## src/rtl/upsampler_variable.sv

```systemverilog
// upsampler_variable: variable-rate interpolating front-end that expands each accepted sample into R output phases
// Ports:
//   clk, reset                      rising-edge clock, asynchronous active-high reset
//   s_axis_in_tdata/tvalid/tready   input sample stream (signed)
//   s_axis_rate_tdata/tvalid        interpolation factor R load (valid-only; R = 0 is stored as 1)
//   m_axis_out_tdata/tvalid/tready  output sample stream (signed)
module upsampler_variable #(
  parameter int DATA_WIDTH_INP  = 8,
  parameter int DATA_WIDTH_RATE = 16,
  parameter int HOLD_MODE       = 0
) (
  input  logic                       clk,
  input  logic                       reset,
  input  logic [DATA_WIDTH_INP-1:0]  s_axis_in_tdata,
  input  logic                       s_axis_in_tvalid,
  output logic                       s_axis_in_tready,
  input  logic [DATA_WIDTH_RATE-1:0] s_axis_rate_tdata,
  input  logic                       s_axis_rate_tvalid,
  output logic [DATA_WIDTH_INP-1:0]  m_axis_out_tdata,
  output logic                       m_axis_out_tvalid,
  input  logic                       m_axis_out_tready
);
  typedef enum logic {IDLE, BURST} state_t;
  state_t                     state;
  logic [DATA_WIDTH_RATE-1:0] rate_buf, phase, rate_m1;
  logic [DATA_WIDTH_INP-1:0]  held;
  logic                       last_phase, in_hs, out_hs;
  // rate_buf is never 0, so rate_m1 cannot wrap; compare stays at rate width
  assign rate_m1    = rate_buf - 1'b1;
  assign last_phase = phase == rate_m1;
  // Combinational path from out_tready lets the next sample load on the last phase with no bubble
  assign s_axis_in_tready = !reset && !s_axis_rate_tvalid &&
                            (state == IDLE || (last_phase && m_axis_out_tready));
  assign in_hs  = s_axis_in_tvalid && s_axis_in_tready;
  assign out_hs = m_axis_out_tvalid && m_axis_out_tready;
  always_ff @(posedge clk or posedge reset) begin
    if (reset) begin
      rate_buf          <= DATA_WIDTH_RATE'(1);
      phase             <= '0;
      state             <= IDLE;
      held              <= '0;
      m_axis_out_tdata  <= '0;
      m_axis_out_tvalid <= 1'b0;
    end else if (s_axis_rate_tvalid) begin
      // a rate load discards any partial burst
      rate_buf          <= (s_axis_rate_tdata == '0) ? DATA_WIDTH_RATE'(1) : s_axis_rate_tdata;
      phase             <= '0;
      state             <= IDLE;
      m_axis_out_tdata  <= '0;
      m_axis_out_tvalid <= 1'b0;
    end else if (in_hs) begin
      held              <= s_axis_in_tdata;
      m_axis_out_tdata  <= s_axis_in_tdata;
      m_axis_out_tvalid <= 1'b1;
      phase             <= '0;
      state             <= BURST;
    end else if (state == BURST && out_hs) begin
      if (last_phase) begin
        m_axis_out_tdata  <= '0;
        m_axis_out_tvalid <= 1'b0;
        state             <= IDLE;
      end else begin
        phase             <= phase + 1'b1;
        m_axis_out_tdata  <= (HOLD_MODE != 0) ? held : '0;
      end
    end
  end
endmodule

```

## config.mk

```make
export PLATFORM = sky130hd
export DESIGN_NAME = upsampler_variable
export DESIGN_NICKNAME = d
export VERILOG_FILES = /design/src/rtl/upsampler_variable.sv
export SDC_FILE = /design/constraint.sdc
export NUM_CORES = 1
export LEC_CHECK = 0
export BUFFER_PORTS_ARGS = -buffer_cell sky130_fd_sc_hd__buf_2
export CORE_MARGIN = 1.5
export CORE_UTILIZATION = 57
export CTS_CLUSTER_SIZE = 40
export DETAILED_ROUTE_END_ITERATION = 6
export HOLD_SLACK_MARGIN = 0.15
export PLACE_DENSITY_LB_ADDON = 0.1
export SLEW_MARGIN = 20
export SYNTH_ARGS = -nofsm -noshare
export SYNTH_HDL_FRONTEND = slang
export SYNTH_SLANG_ARGS = --single-unit
```

## constraint.sdc

```tcl
create_clock -name clk -period 4.4 [get_ports clk]
set_clock_uncertainty 0.1 [all_clocks]
set_input_delay 0.66 -clock clk [delete_from_list [all_inputs] [get_ports clk]]
set_output_delay 0.66 -clock clk [all_outputs]
set_load 0.03 [all_outputs]
```

## Word level (Yosys, flattened, before mapping)

Index checks and enable logic that the tools add are counted.

| word-level totals | value |
|---|---|
| flip-flop bits (word level) | 41 |
| bits in latches | 0 |
| bits in writable memories | 0 |
| ROM bits | 0 |
| bits of input ports | 29 |
| output and inout port bits | 10 |
| logic and storage cells | 35 |
| memories kept | 0 |

| operators by class | value |
|---|---|
| $add $sub $neg | 2 |
| multiply operators | 0 |
| divide/modulo/power cells | 0 |
| order comparisons | 0 |
| equal/unequal tests | 2 |
| shift-type cells | 0 |
| mux-type cells | 12 |
| bitwise gates (word level) | 1 |
| reductions and logical operators | 14 |

Operators with widths:

| cell | number |
|---|---|
| 2-to-1 mux 16 bit | 5 |
| 2-to-1 mux 8 bit | 3 |
| adder 16 x 1 -> 16 bit, second input constant | 1 |
| == test 16 bit | 1 |
| logical NOT 16 bit | 1 |
| subtractor 16 x 1 -> 16 bit, second input constant | 1 |
| logical AND 1 bit | 6 |
| nonzero test 3 bit | 2 |
| 2-to-1 mux 1 bit | 4 |
| AND reduction 2 bit | 2 |
| != test 3 x 2 -> 1 bit, second input constant | 1 |
| logical NOT 1 bit | 2 |
| logical OR 1 bit | 1 |
| inverter 1 bit | 1 |

## Longest topological paths before layout

Gate-level depths: netlist of run 1.

| depth | value |
|---|---|
| depth after elaboration | 8 |
| gate-level depth with buffers | 13 |

## Least setup slack after synthesis of run 1

OpenSTA, ideal clock, no wires.

| path | value |
|---|---|
| path type | register to output |
| start | reg rate_buf[0] |
| end | out s_axis_in_tready |
| arrival | 3.115 ns |
| data required time | 3.640 ns |
| path slack | 0.525 ns |
| cell stages (with the launch flop) | 12 |
| path through | dfstp_2 clkbuf_1 inv_1 ha_1 or4b_1 buf_2 nor4_1 xnor2_1 and3_1 nand3_4 o41ai_2 nor3b_4 |

| on the way | value |
|---|---|
| longest elaborated chain between the ends | 5 |

RTL lines:

| what | RTL line | RTL |
|---|---|---|
| start, declared | 25 | `logic [DATA_WIDTH_RATE-1:0] rate_buf, phase, rate_m1;` |
| start signal, assigned | 46 | `rate_buf <= (s_axis_rate_tdata == '0) ? DATA_WIDTH_RATE'(1) : s_axis_rate_tdata;` |
| subtractor 16 x 1 -> 16 bit | 29 | `assign rate_m1 = rate_buf - 1'b1;` |
| == test 16 bit | 30 | `assign last_phase = phase == rate_m1;` |
| logical AND 1 bit | 33 | `(state == IDLE \|\| (last_phase && m_axis_out_tready));` |
| logical OR 1 bit | 33 |  |
| logical AND 1 bit | 32 | `assign s_axis_in_tready = !reset && !s_axis_rate_tvalid &&` |
| end, declared | 16 | `output logic s_axis_in_tready,` |

No other way between the ends.

## Final worst setup path of run 1

| path | value |
|---|---|
| start | reg rate_buf[1] |
| end | out s_axis_in_tready |

Same word-level chain as after synthesis.

==> out/summary.txt, run 1 <==
WORST SETUP PATH
--------------------------------------------------------------------------------------
Reg-to-reg critical path startpoint                                        rate_buf[1]
Largest driver fanout on the critical path                                           6
Startpoint types                                                             flip-flop
Kind of end point of the critical path                                    primary output
Crit path required time                                                        3.64 ns
Critical path launch point                                                 rate_buf[1]
Arrival time at the worst endpoint                                             3.34 ns
Ordered list of cells on the worst path                                   inv_1, ha_1, or4b_4, nor4_1, xnor2_1, and3_1, nand3_4, o41ai_4, nor3b_4, buf_2
CP max stage delay                                                             0.56 ns
Slowest cell on crit path                                                       or4b_4
Worst Path Class, Setup                                                     reg -> out

DETAILED ROUTING
--------------------------------------------------------------------------------------
DR iter-0 viols                                                                    139
Routed length on met2                                                          2.64 mm
Final antenna-violating net count                                                    0
Drt first pass iters                                                                 4
Met3 wire len                                                                   269 µm
Met1 wire length                                                               2.47 mm
Highest routed metal layer                                                        met4
Average wire length per cell after detail routing                              16.6 µm
Via count                                                                        2,026
Vias per cell                                                                     6.21
Total detailed-routing wirelength                                              5.42 mm
DRC                                                                                  0

FLOORPLANNING
--------------------------------------------------------------------------------------
Die area                                                                      4780 µm²
Placement row count                                                                 23
Horizontal extent of the die                                                   69.1 µm
Number of top-level pins                                                            39
Area of the core region                                                       4120 µm²
DIE HEIGHT                                                                     69.1 µm
Starting density of the core                                                     60.6%

LOGIC SYNTHESIS
--------------------------------------------------------------------------------------
Synthesized netlist net count                                                      269
Synth unique cells                                                                  52
Area of the mapped netlist                                                    2490 µm²
Yosys reg bits                                                                      41
Post-synthesis cell count                                                          238
Share of synthesized area occupied by flip-flops and latches                     41.2%
Mean cell area of the mapped netlist                                          10.5 µm²
Count of warnings emitted by yosys                                                   0

GRT
--------------------------------------------------------------------------------------
Maximum number of pins on one net before global-route repair                        43
Gr usage total                                                                   23.9%
Vias in the first global route                                                   1,946
Global-route wire length before repair                                         9.30 mm
Number of antenna violations at the first check in global routing                    0
GRT Residual Overflow                                                                0

TIMING
--------------------------------------------------------------------------------------
Share of the cycle needed by the critical path after routing                     93.2%
RSZ-0062 raised after global routing                                                no
Highest clock frequency the design can meet                                  0.244 GHz
Sum of negative setup slack                                                       0 ns
Final number of setup-violating endpoints                                            0
Worst Max-Slew Pin Slew                                                       0.870 ns
Final count of pins violating max slew                                               0
Final hold viol count                                                                0
Max_slew headroom                                                                41.5%
Worst Setup Slack, final                                                      0.299 ns
Final critical delay including setup and external delays                       4.10 ns

OUTCOME
--------------------------------------------------------------------------------------
Status                                                                       completed

FINAL LAYOUT
--------------------------------------------------------------------------------------
Most common library cell in the layout ignoring fill and taps                  dfrtp_1
Area growth from synthesis to layout                                             13.8%
Filler cells                                                                       330
Most frequent cells in the layout                                         dfrtp_1, buf_2, nor2_1
N_diodes                                                                             0
Layout cells sized above 1                                                       28.3%
NumNets Final                                                                      306

POWER
--------------------------------------------------------------------------------------
Seq pwr share                                                                    50.9%
Peak VDD IR                                                                 0.000236 V
Power density over cell area                                                293 nW/µm²
Int Power                                                                     0.598 mW
Logic gate share of total power                                                  16.6%
Total net switching power                                                     0.234 mW
Sw Share                                                                         28.1%
Total design power                                                            0.831 mW
Static leakage                                                                 1.20 nW
Clock group share of total power                                                 32.5%

CTS
--------------------------------------------------------------------------------------
Clk Tree Root Cell                                                            clkbuf_8
CTS buffer count                                                                     5
Insertion delay to the later sink of the worst-skew pair                       0.29 ns
Max H-tree Level                                                                     2
Clock transition at the registers of the reported paths                        0.08 ns
Max clock buf depth                                                                  2
TritonCTS clock tree                                                               yes
Buffer count from post-CTS setup fixing                                              0
Clock net sink count                                                                41

WORST HOLD PATH
--------------------------------------------------------------------------------------
Source of the worst hold timing path                                      m_axis_out_tdata[4]
Class of the tightest hold or removal check                                 reg -> reg

PLACEMENT
--------------------------------------------------------------------------------------
Count of input and output buffers                                                   38
Weighted congestion reported at the end of routability-driven placement          0.805
Setup Slack @ Placement                                                       0.478 ns
Half-perimeter wire length of the detailed placement result                    3.99 mm

FLOW RUN
--------------------------------------------------------------------------------------
Number of maximum-capacitance constraint violations                                  0

==> area by class of cell <==
cell class / count / area (µm²) / share of cell area (%)
clock buffers: 7 / 96.3 / 3.40
repair buffers: 40 / 205 / 7.23
well taps: 50 / 62.6 / 2.20
clock inverters: 1 / 5.00 / 0.176
flip-flops and latches: 41 / 1030 / 36.2
inverters: 5 / 18.8 / 0.661
multi-input cells: 182 / 1420 / 50.1
==> sequential cells by signal, summed over array words and instances (netlist names) <==
signal and flops:
state 1, phase 16, rate_buf 16, m_axis_out_tdata 8
==> critical path, delay by kind of cell, from the launching register on <==
family | cells | cell delay [ns]
AOI/OAI and AO/OA | 1 | 0.44
xor gates and xnor gates | 1 | 0.16
DFF | 1 | 0.42
and+or+nand+nor | 5 | 1.48
adders and majority gates | 1 | 0.24
buffers and inverters | 2 | 0.31
==> cell families (layout without fill, tap and decap cells) <==
family | after synthesis | after routing | synth area share, %
XOR/XNOR | 22 | 22 | 7.73
AO/OA/AOI/OAI | 58 | 58 | 19.3
adder cells (fa/ha/maj) | 2 | 2 | 1.00
buffers and inverters | 15 | 53 | 2.36
flip-flops | 41 | 41 | 41.2
AND/OR/NAND/NOR | 81 | 81 | 20.1
multiplexers | 19 | 19 | 8.33
==> synthesized netlist by cell type, drive strengths merged <==
cell type / number / area [µm²]
a2111oi: 1 / 8.76
a211oi: 2 / 15.0
a21oi: 14 / 81.3
a31o: 1 / 8.76
a32o: 8 / 80.1
a41o: 1 / 10.0
a41oi: 1 / 8.76
and2: 3 / 20.0
and3: 5 / 31.3
buf: 3 / 13.8
clkbuf: 7 / 26.3
dfrtp: 40 / 1000
dfstp: 1 / 26.3
ha: 2 / 25.0
inv: 5 / 18.8
mux2: 14 / 158
mux2i: 5 / 50.1
nand2: 14 / 52.6
nand2b: 1 / 13.8
nand3: 4 / 32.5
nand3b: 1 / 7.51
nand4bb: 4 / 45.0
nor2: 16 / 60.1
nor2b: 1 / 6.26
nor3: 9 / 45.0
nor3b: 2 / 26.3
nor4: 10 / 62.6
nor4b: 1 / 23.8
o211ai: 4 / 35.0
o21a: 2 / 15.0
o21ai: 8 / 40.0
o21ba: 1 / 10.0
o311ai: 2 / 35.0
o31ai: 5 / 56.3
o41ai: 8 / 77.6
or3: 7 / 48.8
or4: 2 / 15.0
or4b: 1 / 10.0
xnor2: 8 / 70.1
xor2: 14 / 123
==> per-stage QoR <==
step	instances	hold slack, ns	cell area [µm²]	utilization (%)
2_1_floorplan	238	0.402	2490	-
3_3_place_gp	318	0.369	2720	66.1
3_5_place_dp	318	0.382	2720	66.1
4_1_cts	326	0.402	2820	68.6
5_1_grt	326	0.418	2840	69.0
6_report	326	0.397	2840	69.0
==> repair_timing <==
| item | 4_1_cts | 5_1_grt |
|---|---|---|
| hold buffers | 0 | 0 |
| gates resized for setup | 0 | 2 |
| setup endpoints to repair | 0 | 1 |
==> metal layers <==
metal,vias up,global-route usage [%]
li1,988,-
met1,975,33.2
met2,59,39.0
met3,4,4.82
met4,0,5.01
met5,-,0
==> power groups by stage <==
stage                     sequential, mW  clock, mW  combinational, mW
after floorplan                    0.428          0             0.0949
after global placement             0.429          0              0.133
after detailed placement           0.430          0              0.135
after CTS                          0.422      0.275              0.137
after global routing               0.426      0.288              0.151
final                              0.423      0.270              0.138
==> worst paths after layout <==
check                                      end  slack, ns  depth (start not counted)
setup / recovery              s_axis_in_tready       0.30                         10
hold / removal             m_axis_out_tdata[4]       0.40                          1
setup reg to reg                      phase[2]       1.01                         10
hold reg to reg            m_axis_out_tdata[4]       0.40                          1
max in group asynchronous          rate_buf[0]       3.38                          3
min in group asynchronous  m_axis_out_tdata[5]       0.45                          3
(Power assumes the default switching activity.)
==> run 2, diff against run 1 <==
REMOVE_ABC_BUFFERS = 1   (was unset)
==> run 2 against run 1 <==
  * Flip-flop and latch count unchanged
  * Sequential share of layout area increased by 0.26 points
  * Sequential power about the same
  * Largest power group unchanged
==> out/summary.txt, run 2 (same netlist as run 1, synthesis figures left out) <==
PLACEMENT
--------------------------------------------------------------------------------------
Half-perimeter wire length of the detailed placement result                    4.04 mm   +1.2%
Setup Slack @ Placement                                                       0.397 ns   -0.0815 ns
Count of input and output buffers                                                   38   unchanged
Weighted congestion reported at the end of routability-driven placement          0.837   +3.9%
Total instance count after detailed placement                                      318   unchanged

GRT
--------------------------------------------------------------------------------------
Vias in the first global route                                                   1,948   +0.10%
GRT Residual Overflow                                                                0   unchanged
Number of antenna violations at the first check in global routing                    0   unchanged
Global-route wire length before repair                                         9.26 mm   -0.45%
Gr usage total                                                                   23.6%   -0.29 points
Maximum number of pins on one net before global-route repair                        43   unchanged

WORST SETUP PATH
--------------------------------------------------------------------------------------
Startpoint types                                                             flip-flop
CP max stage delay                                                             0.56 ns   about the same
Critical path's top delay family                                          simple AND/OR/NAND/NOR gates
Worst Path Class, Setup                                                     reg -> out
Crit path required time                                                        3.64 ns   about the same
Slowest cell on crit path                                                       or4b_4
Ordered list of cells on the worst path                                   inv_1, ha_1, or4b_4, nor4_2, xnor2_1, and3_1, nand3_4, o41ai_2, nor3b_4, buf_2
Largest driver fanout on the critical path                                           6   unchanged
Kind of end point of the critical path                                    primary output
CP Buf/Inv Count                                                                     2   unchanged
Arrival time at the worst endpoint                                             3.38 ns   +0.04 ns

CTS
--------------------------------------------------------------------------------------
Max H-tree Level                                                                     2   unchanged
Clock net sink count                                                                41   unchanged
Clock transition at the registers of the reported paths                        0.07 ns   about the same
Max clock buf depth                                                                  2   unchanged
TritonCTS clock tree                                                               yes
Insertion delay to the later sink of the worst-skew pair                       0.29 ns   about the same
Post-CTS Hold Fix Bufs                                                               0   unchanged
Buffer count from post-CTS setup fixing                                              0   unchanged
Clk Tree Root Cell                                                            clkbuf_8
CTS buffer count                                                                     5   unchanged

FINAL LAYOUT
--------------------------------------------------------------------------------------
Largest registers                                                         phase: 16 flops, rate_buf: 16 flops, m_axis_out_tdata: 8 flops
Multi-input gate area in the final layout                                     1420 µm²   -0.35%
Filler cells                                                                       328   -0.61%
Most common library cell in the layout ignoring fill and taps                  dfrtp_1
Cell Count, Final, Fillers Out                                                     325   -0.31%
Most frequent cells in the layout                                         dfrtp_1, buf_2, nor2_1
N_diodes                                                                             0   unchanged
Final Core Density                                                               68.5%   -0.49 points
Layout cells sized above 1                                                       28.0%   -0.26 points
Register area                                                                 1030 µm²   unchanged
NumNets Final                                                                      306   unchanged
Area growth from synthesis to layout                                             13.0%

FLOW RUN
--------------------------------------------------------------------------------------
Number of maximum-capacitance constraint violations                                  0   unchanged

TIMING
--------------------------------------------------------------------------------------
Share of the cycle needed by the critical path after routing                     94.2%   +0.98 points
Max_slew headroom                                                                40.5%   -1.1 points
RSZ-0062 raised after global routing                                                no
Final number of setup-violating endpoints                                            0   unchanged
Highest clock frequency the design can meet                                  0.241 GHz   -1.0%
Final count of pins violating max slew                                               0   unchanged
Final critical delay including setup and external delays                       4.14 ns   +0.0430 ns
Final hold viol count                                                                0   unchanged
Worst hold-check slack                                                        0.388 ns   -0.00895 ns
Worst Setup Slack, final                                                      0.256 ns   -0.0430 ns
Sum of negative setup slack                                                       0 ns   unchanged
Worst Max-Slew Pin Slew                                                       0.886 ns   +0.0162 ns

FLOORPLANNING
--------------------------------------------------------------------------------------
Starting density of the core                                                     60.6%   unchanged
Number of top-level pins                                                            39   unchanged
Horizontal extent of the die                                                   69.1 µm   unchanged
DIE HEIGHT                                                                     69.1 µm   unchanged
Area of the core region                                                       4120 µm²   unchanged
Die area                                                                      4780 µm²   unchanged
Placement row count                                                                 23   unchanged

WORST HOLD PATH
--------------------------------------------------------------------------------------
Class of the tightest hold or removal check                                 reg -> reg

DETAILED ROUTING
--------------------------------------------------------------------------------------
Vias per cell                                                                     6.14   -1.3%
Via count                                                                        1,994   -1.6%
Average wire length per cell after detail routing                              16.4 µm   -1.5%
Final antenna-violating net count                                                    0   unchanged
DRC                                                                                  0   unchanged
Total detailed-routing wirelength                                              5.32 mm   -1.8%
DR iter-0 viols                                                                    154   +11%
Drt first pass iters                                                                 4   unchanged

POWER
--------------------------------------------------------------------------------------
Peak VDD IR                                                                 0.000252 V   +6.4%
Power density over cell area                                                284 nW/µm²   -3.1%
Static leakage                                                                 1.19 nW   -1.3%

OUTCOME
--------------------------------------------------------------------------------------
Status                                                                       completed

-- run 2: changes by cell type in the layout (fill, tap and decap cells not counted) --
cell | before | now
nor4_1 | 10 | 9
clkbuf_8 | 7 | 6
clkinv_2 | 1 | 0
clkbuf_1 | 0 | 1
o41ai_2 | 0 | 1
o41ai_4 | 1 | 0
nor4_2 | 0 | 1
-- run 2: path summary, 6_finish.rpt --
check	from	end	slack, ns	depth (start not counted)
worst max-delay path	rate_buf[1]	s_axis_in_tready	0.26	10
worst min-delay path	m_axis_out_tdata[4]	m_axis_out_tdata[4]	0.39	1
worst max register to register	rate_buf[1]	phase[2]	0.96	10
worst min register to register	m_axis_out_tdata[4]	m_axis_out_tdata[4]	0.39	1
max in group asynchronous	reset	rate_buf[0]	3.37	3
min in group asynchronous	reset	phase[8]	0.46	3
-- run 2: final cells by class --
type	count	share of cell area (%)
clock buffer	7	3.06
inverter	5	0.666
multi-input combinational	182	50.3
sequential	41	36.5
tap	50	2.22
timing repair buffer	40	7.28
-- run 2: where the power goes --
group / switching, mW / internal (mW) / leakage (nW)
Combinational: 0.0758 / 0.0592 / 0.611
Clock: 0.118 / 0.124 / 0.0443
Sequential: 0.0261 / 0.396 / 0.532
Total: 0.220 / 0.580 / 1.19
-- run 2: per-stage QoR --
step                area [µm²]  total power [mW]
finish                    2820             0.800
global route              2820             0.841
CTS                       2810             0.807
detailed placement        2720             0.565
global placement          2720             0.562
floorplan                 2450             0.517
-- run 2: repair_timing --
| action | in CTS | in global routing |
|---|---|---|
| endpoints found under the setup margin | 0 | 1 |
| endpoints found under the hold margin | 0 | 0 |
| resized for setup | 0 | 2 |
-- run 2: layer usage --
layer  vias up  wire length (µm)  global-route usage, %
met1       974              2550                   34.1
met4         0                59                   6.97
li1        984                 -                      -
met2        30              2540                   37.4
met5         -                 0                      0
met3         6               166                   3.07
==> run 3, diff against run 2 <==
ABC_AREA = 1   (was unset)
CORE_UTILIZATION = 58   (was 57)
==> run 3 against run 2 <==
  * Register-to-register slack gained 0.91 ns
  * Worst setup slack better by 0.81 ns
  * Via count increased by 38%
  * Highest routed layer unchanged
  * Clock power increased by 16%
  * Critical endpoint unchanged
  * Largest cell class unchanged
==> out/summary.txt, run 3 <==
WORST SETUP PATH
--------------------------------------------------------------------------------------
Startpoint types                                                             flip-flop
Kind of end point of the critical path                                    primary output
Worst Path Class, Setup                                                     reg -> out
Arrival time at the worst endpoint                                             2.58 ns   -0.80 ns
Largest driver fanout on the critical path                                           9   +3
Crit path required time                                                        3.64 ns   about the same

PLACEMENT
--------------------------------------------------------------------------------------
Weighted congestion reported at the end of routability-driven placement          0.908   +8.5%
Setup Slack @ Placement                                                        1.39 ns   +0.989 ns
Count of input and output buffers                                                   38   unchanged
Half-perimeter wire length of the detailed placement result                    5.19 mm   +29%

LOGIC SYNTHESIS
--------------------------------------------------------------------------------------
Adder and majority cell fraction of the synthesized area                        0.869%   -0.13 points
Most used flip-flop cell after synthesis                                       dfrtp_1
Combinational family with the most area after synthesis                   simple AND/OR/NAND/NOR gates
Post-synthesis async set-or-reset flop share                                      100%   unchanged
Synth unique cells                                                                  34   -35%
Mux cell area share after synthesis                                                 0%   -8.3 points
Yosys reg bits                                                                      41   unchanged
Mean cell area of the mapped netlist                                          7.09 µm²   -32%
Fraction of post-synthesis cell area in the top cell type by area                34.8%   -5.4 points
Cell accounting for the most synthesized area                                  dfrtp_1
Share of synthesized area occupied by flip-flops and latches                     35.7%   -5.5 points
Compound-gate portion of the synthesized area                                    4.74%   -15 points
Post-synthesis share of cell area spent on xor and xnor gates                    5.17%   -2.6 points
Most frequent cells after synthesis                                       nand2_1, dfrtp_1, inv_1
Area of the mapped netlist                                                    2880 µm²   +16%
Largest cells by area after synthesis                                     dfrtp_1, nand2_1, nand3_1, inv_1, nor2_1
Area fraction in and, or, nand and nor cells after synthesis                     45.7%   +26 points
Cell with the most instances after synthesis                                   nand2_1
Post-synthesis cell count                                                          406   +71%
Count of warnings emitted by yosys                                                   0   unchanged
Number of synthesized flops with an enable pin                                       0   unchanged

DETAILED ROUTING
--------------------------------------------------------------------------------------
DRC                                                                                  0   unchanged
Vias per cell                                                                     5.37   -12%
Total detailed-routing wirelength                                              6.86 mm   +29%
Via count                                                                        2,746   +38%
Drt first pass iters                                                                 4   unchanged
Average wire length per cell after detail routing                              13.4 µm   -18%
Final antenna-violating net count                                                    0   unchanged
DR iter-0 viols                                                                    183   +19%

FLOORPLANNING
--------------------------------------------------------------------------------------
Horizontal extent of the die                                                   73.5 µm   +6.3%
DIE HEIGHT                                                                     73.5 µm   +6.3%
Placement row count                                                                 25   +8.7%
Number of top-level pins                                                            39   unchanged
Starting density of the core                                                     60.6%   about the same
Area of the core region                                                       4750 µm²   +16%
Die area                                                                      5400 µm²   +13%

FINAL LAYOUT
--------------------------------------------------------------------------------------
Area growth from synthesis to layout                                             11.0%
N_diodes                                                                             0   unchanged
Most common library cell in the layout ignoring fill and taps                  nand2_1
Largest registers                                                         phase: 16 flops, rate_buf: 16 flops, m_axis_out_tdata: 8 flops
NumNets Final                                                                      474   +55%
Layout cells sized above 1                                                       19.4%   -8.6 points
Most frequent cells in the layout                                         nand2_1, dfrtp_1, inv_1, buf_2, nor2_1

CTS
--------------------------------------------------------------------------------------
Buffer count from post-CTS setup fixing                                              0   unchanged
Clock transition at the registers of the reported paths                        0.08 ns   about the same
Max H-tree Level                                                                     2   unchanged
TritonCTS clock tree                                                               yes
Insertion delay to the later sink of the worst-skew pair                       0.29 ns   about the same
CTS buffer count                                                                     5   unchanged
Clk Tree Root Cell                                                            clkbuf_8
Max clock buf depth                                                                  2   unchanged
Post-CTS Hold Fix Bufs                                                               0   unchanged
Clock net sink count                                                                41   unchanged
Number of gates resized after cts                                                    0   unchanged

TIMING
--------------------------------------------------------------------------------------
RSZ-0062 raised after global routing                                                no
Worst hold-check slack                                                        0.404 ns   +0.0152 ns
Sum of negative setup slack                                                       0 ns   unchanged
Worst Setup Slack, final                                                       1.06 ns   +0.807 ns
Share of the cycle needed by the critical path after routing                     75.8%   -18 points
Final hold viol count                                                                0   unchanged
Final number of setup-violating endpoints                                            0   unchanged
Final critical delay including setup and external delays                       3.34 ns   -0.807 ns
Highest clock frequency the design can meet                                  0.300 GHz   +24%
Max_slew headroom                                                                57.6%   +17 points
Worst Max-Slew Pin Slew                                                       0.636 ns   -0.250 ns
Final count of pins violating max slew                                               0   unchanged

POWER
--------------------------------------------------------------------------------------
Peak VDD IR                                                                 0.000190 V   -25%
Power density over cell area                                                273 nW/µm²   -4.0%
Static leakage                                                                 1.61 nW   +35%

GRT
--------------------------------------------------------------------------------------
Vias in the first global route                                                   2,605   +34%
Maximum number of pins on one net before global-route repair                        26   -40%
Gr usage total                                                                   27.9%   +4.2 points
Number of antenna violations at the first check in global routing                    0   unchanged
GRT Residual Overflow                                                                0   unchanged
Global-route wire length before repair                                         11.7 mm   +26%

OUTCOME
--------------------------------------------------------------------------------------
Status                                                                       completed

FLOW RUN
--------------------------------------------------------------------------------------
Number of maximum-capacitance constraint violations                                  0   unchanged

WORST HOLD PATH
--------------------------------------------------------------------------------------
Class of the tightest hold or removal check                                in -> async

==> run 3: layer usage <==
metal | GRT usage [%] | routed length [µm]
met3 | 4.12 | 272
met2 | 44.6 | 3290
met1 | 38.4 | 3180
met5 | 0 | 0
met4 | 9.88 | 114
==> run 3: final timing paths <==
| path | start | end | slack, ns | cells after the start |
|---|---|---|---|---|
| max | rate_buf[0] | s_axis_in_tready | 1.06 | 16 |
| min | reset | phase[12] | 0.40 | 2 |
| max reg2reg | rate_buf[0] | phase[2] | 1.87 | 15 |
| min reg2reg | rate_buf[15] | rate_buf[15] | 0.42 | 2 |
| max in group asynchronous | reset | rate_buf[0] | 2.96 | 3 |
| min in group clk | rate_buf[15] | rate_buf[15] | 0.42 | 2 |
==> run 3: stage by stage <==
stage | std cells | util (%) | instance area, µm² | power, mW
4_1_cts | 511 | 67.3 | 3200 | 0.881
3_3_place_gp | 503 | 65.1 | 3090 | 0.594
6_report | 511 | 67.3 | 3200 | 0.872
5_1_grt | 511 | 67.3 | 3200 | 0.925
3_5_place_dp | 503 | 65.1 | 3090 | 0.597
2_1_floorplan | 397 | - | 2810 | 0.542
==> run 3: cells by family after synthesis <==
| family | Yosys count |
|---|---|
| simple gates | 271 |
| buf+inv | 50 |
| flops | 41 |
| compound gates | 25 |
| xor+xnor | 17 |
| fa+ha+maj | 2 |
==> run 3: report_power, final <==
group | internal [mW] | switching, mW
sequential | 0.395 | 0.0210
combinational | 0.0576 | 0.117
clock | 0.145 | 0.136
==> run 3: final cells by class <==
| type | count | area, µm² |
|---|---|---|
| Clock buffer | 7 | 96.3 |
| Fill cell | 429 | 1560 |
| Sequential cell | 41 | 1030 |
| Inverter | 41 | 156 |
| Multi-Input combinational cell | 315 | 1630 |
| Clock inverter | 1 | 8.76 |
| Timing Repair Buffer | 39 | 198 |
| Tap cell | 67 | 83.8 |
==> run 3: worst max-delay path, cell delays in order, from the launching register on <==
cell     delay, ns
dfstp_2       0.54
inv_1         0.08
ha_1          0.30
nand2_4       0.15
nor2_2        0.06
nand2_1       0.07
nand2_1       0.05
nand2_1       0.07
nand2_1       0.05
nor2_1        0.09
nand2_1       0.05
nor2_1        0.09
nand3_1       0.09
nand2_2       0.11
nand2_2       0.10
nor2_8        0.16
buf_2         0.22
